File: config.mk
export PLATFORM = sky130hd
export DESIGN_NAME = register_serial_reader_8bit_flat
export DESIGN_NICKNAME = d
export VERILOG_FILES = /design/src/rtl/register_serial_reader_8bit_pkg.sv /design/src/rtl/register_serial_reader_8bit_if.sv /design/src/rtl/register_serial_reader_8bit_bit_counter.sv /design/src/rtl/register_serial_reader_8bit.sv /design/src/flat_wrapper.sv
export SDC_FILE = /design/constraint.sdc
export NUM_CORES = 1
export LEC_CHECK = 0
export CAP_MARGIN = 20
export CORE_AREA = 2 2 39 41
export CTS_BUF_LIST = sky130_fd_sc_hd__clkbuf_8
export CTS_CLUSTER_SIZE = 20
export DETAILED_ROUTE_END_ITERATION = 12
export DIE_AREA = 0 0 41 43
export PLACE_DENSITY = 0.82
export SETUP_SLACK_MARGIN = 0.1
export SLEW_MARGIN = 20
export SYNTH_ARGS = -nofsm -noshare
export SYNTH_HDL_FRONTEND = slang
export SYNTH_SLANG_ARGS = --single-unit
File: constraint.sdc
create_clock -name clk -period 2.6 [get_ports clk]
set_input_delay 0.78 -clock clk [delete_from_list [all_inputs] [get_ports clk]]
set_output_delay 0.78 -clock clk [all_outputs]
set_load 0.03 [all_outputs]
File: src/rtl/register_serial_reader_8bit_pkg.sv
// register_serial_reader_8bit_pkg: shared state encoding and defaults for the serial reader
package register_serial_reader_8bit_pkg;
  typedef enum logic [1:0] {IDLE = 2'd0, SHIFT = 2'd1, DONE = 2'd2} state_t;
  localparam int DEFAULT_WIDTH = 8;
  localparam int CLOCK_PERIOD_HALF = 5;
endpackage

File: src/rtl/register_serial_reader_8bit_if.sv
// register_serial_reader_8bit_if: parallel load strobe in, serial stream and handshake out
interface register_serial_reader_8bit_if #(parameter int WIDTH = register_serial_reader_8bit_pkg::DEFAULT_WIDTH);
  logic             loadbar;
  logic [WIDTH-1:0] data;
  logic             serial_out;
  logic             out_valid;
  logic             busy;
  logic             done;
  modport master (output loadbar, data, input serial_out, out_valid, busy, done);
  modport slave  (input loadbar, data, output serial_out, out_valid, busy, done);
endinterface

File: src/rtl/register_serial_reader_8bit_bit_counter.sv
// register_serial_reader_8bit_bit_counter: up-counter with clear, flags the last bit of a word
module register_serial_reader_8bit_bit_counter #(
  parameter int WIDTH = 8
) (
  input  logic clk,
  input  logic rst,
  input  logic clr,
  input  logic en,
  output logic tc
);
  localparam int CW = $clog2(WIDTH) + 1;
  logic [CW-1:0] count;
  always_ff @(posedge clk or posedge rst)
    if (rst) count <= '0;
    else if (clr) count <= '0;
    else if (en) count <= count + 1'b1;
  assign tc = count == CW'(WIDTH - 1);
endmodule

File: src/rtl/register_serial_reader_8bit.sv
// register_serial_reader_8bit: captures a word on active-low load and streams it out serially
module register_serial_reader_8bit
  import register_serial_reader_8bit_pkg::*;
#(
  parameter int WIDTH     = DEFAULT_WIDTH,
  parameter bit MSB_FIRST = 1'b1
) (
  input logic                          clk,
  input logic                          rst,
  register_serial_reader_8bit_if.slave bus
);
  state_t           state, state_n;
  logic [WIDTH-1:0] sreg, sreg_n;
  logic             load, clr, en, tc;
  // X/Z on loadbar makes load non-true, so the if below falls to the no-load branch
  assign load = bus.loadbar == 1'b0;
  register_serial_reader_8bit_bit_counter #(.WIDTH(WIDTH)) u_cnt (
    .clk(clk), .rst(rst), .clr(clr), .en(en), .tc(tc)
  );
  always_ff @(posedge clk or posedge rst)
    if (rst) begin
      state <= IDLE;
      sreg  <= '0;
    end else begin
      state <= state_n;
      sreg  <= sreg_n;
    end
  always_comb begin
    state_n = state;
    sreg_n  = sreg;
    clr     = 1'b0;
    en      = 1'b0;
    case (state)
      SHIFT: begin
        en      = 1'b1;
        sreg_n  = MSB_FIRST ? sreg << 1 : sreg >> 1;
        state_n = tc ? DONE : SHIFT;
      end
      IDLE, DONE: begin
        if (load) begin
          state_n = SHIFT;
          sreg_n  = bus.data;
          clr     = 1'b1;
        end else state_n = IDLE;
      end
      default: state_n = IDLE;
    endcase
  end
  assign bus.out_valid  = state == SHIFT;
  assign bus.busy       = state == SHIFT;
  assign bus.done       = state == DONE;
  assign bus.serial_out = bus.out_valid & (MSB_FIRST ? sreg[WIDTH-1] : sreg[0]);
endmodule

File: src/flat_wrapper.sv
// flat-port wrapper written by rule: the top's interface ports become plain ports
module register_serial_reader_8bit_flat import register_serial_reader_8bit_pkg::*;
#(
  parameter int WIDTH     = DEFAULT_WIDTH,
  parameter bit MSB_FIRST = 1'b1
)
  (clk, rst, bus_loadbar, bus_data, bus_serial_out, bus_out_valid, bus_busy, bus_done);
  register_serial_reader_8bit_if #(.WIDTH(WIDTH)) bus_i ();
  input logic clk;
  input logic rst;
  input wire logic [$bits(bus_i.loadbar)-1:0] bus_loadbar;
  input wire logic [$bits(bus_i.data)-1:0] bus_data;
  output wire logic [$bits(bus_i.serial_out)-1:0] bus_serial_out;
  output wire logic [$bits(bus_i.out_valid)-1:0] bus_out_valid;
  output wire logic [$bits(bus_i.busy)-1:0] bus_busy;
  output wire logic [$bits(bus_i.done)-1:0] bus_done;
  assign bus_i.loadbar = bus_loadbar;
  assign bus_i.data = bus_data;
  assign bus_serial_out = bus_i.serial_out;
  assign bus_out_valid = bus_i.out_valid;
  assign bus_busy = bus_i.busy;
  assign bus_done = bus_i.done;
  register_serial_reader_8bit #(.WIDTH(WIDTH), .MSB_FIRST(MSB_FIRST)) u_core (.clk(clk), .rst(rst), .bus(bus_i));
endmodule
==> flow_summary.toml <==
[timing]
fin_ws_ns = 0.190
setup_violations = 0
period_share_pct = 92.7
finalHoldViolCount = 0
hold_ws_ns = 0.518
clock.fmax_ghz = 0.415
slew_viol_final = 0
fin_skew_ns = 0.000719
worstMarginPinSlew_ns = 0.510
rsz0062_at_grt = "false"
setup-tns-final_ns = 0
layout_min_cycle_time_ns = 2.41
maxSlewHeadroom_pct = 66.0

[cells_and_area]
diodes = 0
layout_common_cells = "14 x dfrtp_1, 11 x nor2_1, 11 x clkdlybuf4s50_1, 6 x nand2_1, 5 x mux2i_1"
multiInputGateArea_um2 = 310
areaGrowthSynthToFinish_pct = 29.5
final_util_pct = 65.5
regArea_um2 = 350
nFillCells = 104
drive_above_1_share_pct = 11.6
final_common_cell = "dfrtp_1"
fin_nets = 99
fin_area_um2 = 906

[cts]
clkSlewWorstSetupHoldPaths_ns = 0.06
htreeDepth = 1
numClockSinks = 14
clockBufferDepth = 2
cts_setup_buffers = 0
cts_made_buffers = 3
cts-hold-fix-buffers = 0
cts_tree = "yes"
cts_root_buf = "clkbuf_8"
insertion_delay_ns = 0.24

[routing]
vias_per_cell = 5.31
drt_wl_total_um = 1350
drc_errors = 0
drt.antenna.violating_nets = 0
drtIter0Drc = 17
drtPass1Iterations = 4
avgRoutedWirePerCell_um = 13.3
route.vias.total = 542

[yosys]
yosysUniqueCellTypes = 26
ys_seq_area_share_pct = 50.1
syn_inst = 70
synth_area_um2 = 699
synth_top_area_cell = "dfrtp_1"
syn_nets = 82
synth_warnings = 0
syn_area_per_cell_um2 = 9.99
synth_seq_cells = 14
synthTopCellsByArea = "dfrtp_1 50%, mux2i_1 7.2%, nor2_1 5.9%"
synth_top_cell_area_share_pct = 50.1

[global_routing]
track_usage_pct = 19.6
antenna_found_initial = 0
grt_pass1_vias = 531
grt_max_degree = 15
grt-ovfl-total = 0
grt_first_pass_wirelength_um = 2320

[place]
preCtsSetupSlack_ns = 0.290
port_buffers = 14
routabilityCongestion = 0.804
hpwl_um = 961
post_dp_cell_area_um2 = 847

[worst_setup_path]
crit_path_end_kind = "primary output"
cpPeakStageDelay_ns = 0.67
crit_path_start_kind = "flip-flop"
critPathKind = "flip-flop to primary output"
cp_max_fo = 14
cp.required_ns = 1.82
cp_top_family = "buffers and inverters"
path_cells = "buf_4 -> nor2b_1 -> clkdlybuf4s50_1"
cp_slowest_cell = "clkdlybuf4s50_1"
crit_buf_inv = 2
arrival_ns = 1.63

[status]
status = "complete, no violations"

[floorplanning]
dieArea_mm2 = 0.00176
start_util_pct = 50.5
core_mm2 = 0.00138
ioPinCount = 15
die_x_um = 41
rows = 14
fp.dieH_um = 43

[hold_path]
hold_path.class = "flip-flop to flip-flop"

[power_and_ir_drop]
power_density_mw_per_mm2 = 1160
vdd_drop_max_mv = 0.702
p_leak_nw = 0.408

[flow_run]
maxCapViolations = 0
-- cells by family after synthesis --
kind of cell | count (synthesis) | synth area share, %
AND/OR/NAND/NOR | 27 | 18.2
flip-flops | 14 | 50.1
AO/OA/AOI/OAI | 12 | 11.1
buffers and inverters | 7 | 5.54
multiplexers | 7 | 10.7
XOR/XNOR | 2 | 2.50
adder cells (fa/ha/maj) | 1 | 1.79
-- worst reg2reg max path: cells and delay by family (launching register included) --
family	cells	cell delay, ns
buffers and inverters	1	0.23
multiplexers	1	0.44
flip-flops	1	0.38
AND/OR/NAND/NOR	1	0.10
AO/OA/AOI/OAI	1	0.15
-- routing by layer --
metal | wire length, µm | GRT usage [%] | vias to the layer above
met5 | 0 | 0 | -
met4 | 0 | 4.00 | 0
met3 | 78 | 9.42 | 0
met2 | 659 | 29.1 | 15
met1 | 615 | 25.5 | 258
li1 | - | - | 269
-- power breakdown --
group          leakage [nW]  switching [mW]  internal (mW)
sequential            0.170          0.0739          0.316
clock                0.0288          0.0747          0.134
combinational         0.209           0.245          0.204
total                 0.408           0.394          0.655
-- synthesized netlist by cell type, drive strengths merged --
cell type,count
o22ai,4
or2,1
nand2,6
a21oi,1
nand2b,1
nor2b,3
o21ai,4
ha,1
nand3,1
nor3,2
dfrtp,14
buf,4
a211oi,2
a22oi,1
mux2,1
nand4b,1
nor2,11
inv,3
mux2i,6
and2,1
xnor2,1
xor2,1
-- layout make-up --
cell class                 instances  area share [%]
sequential                        14            38.7
clock buffer                       4            6.08
timing repair buffer              16            17.5
multi-input combinational         49            34.3
inverter                           3            1.24
tap                               16            2.21
-- final timing paths --
check	startpoint	slack (ns)	endpoint	depth (start not counted)
max in group asynchronous	rst	1.40	u_core.sreg[1]$_DFFE_PP0P_	2
max	u_core.state[0]$_DFF_PP0_	0.19	bus_done	3
min	u_core.sreg[6]$_DFFE_PP0P_	0.52	u_core.sreg[6]$_DFFE_PP0P_	2
min reg2reg	u_core.sreg[6]$_DFFE_PP0P_	0.52	u_core.sreg[6]$_DFFE_PP0P_	2
min in group asynchronous	rst	0.86	u_core.u_cnt.count[3]$_DFFE_PP0P_	2
max reg2reg	u_core.state[0]$_DFF_PP0_	1.22	u_core.sreg[1]$_DFFE_PP0P_	4
-- per-stage QoR --
stage	cells	power [mW]
detailed placement	98	0.852
floorplan	70	0.718
global placement	98	0.830
global route	102	1.12
CTS	102	1.06
finish	102	1.05
-- what timing repair did --
| action | in CTS | in global routing |
|---|---|---|
| gates resized for setup | 1 | 2 |
| pin swaps | 0 | 0 |
| setup endpoints to repair | 1 | 2 |
| endpoints found under the hold margin | 0 | 0 |
| cloned | 0 | 0 |
-- registers in the layout, summed over array words and instances (netlist names) --
name,flops
u_core.u_cnt.count,4
u_core.sreg,8
u_core.state,2
(Power assumes the default switching activity.)
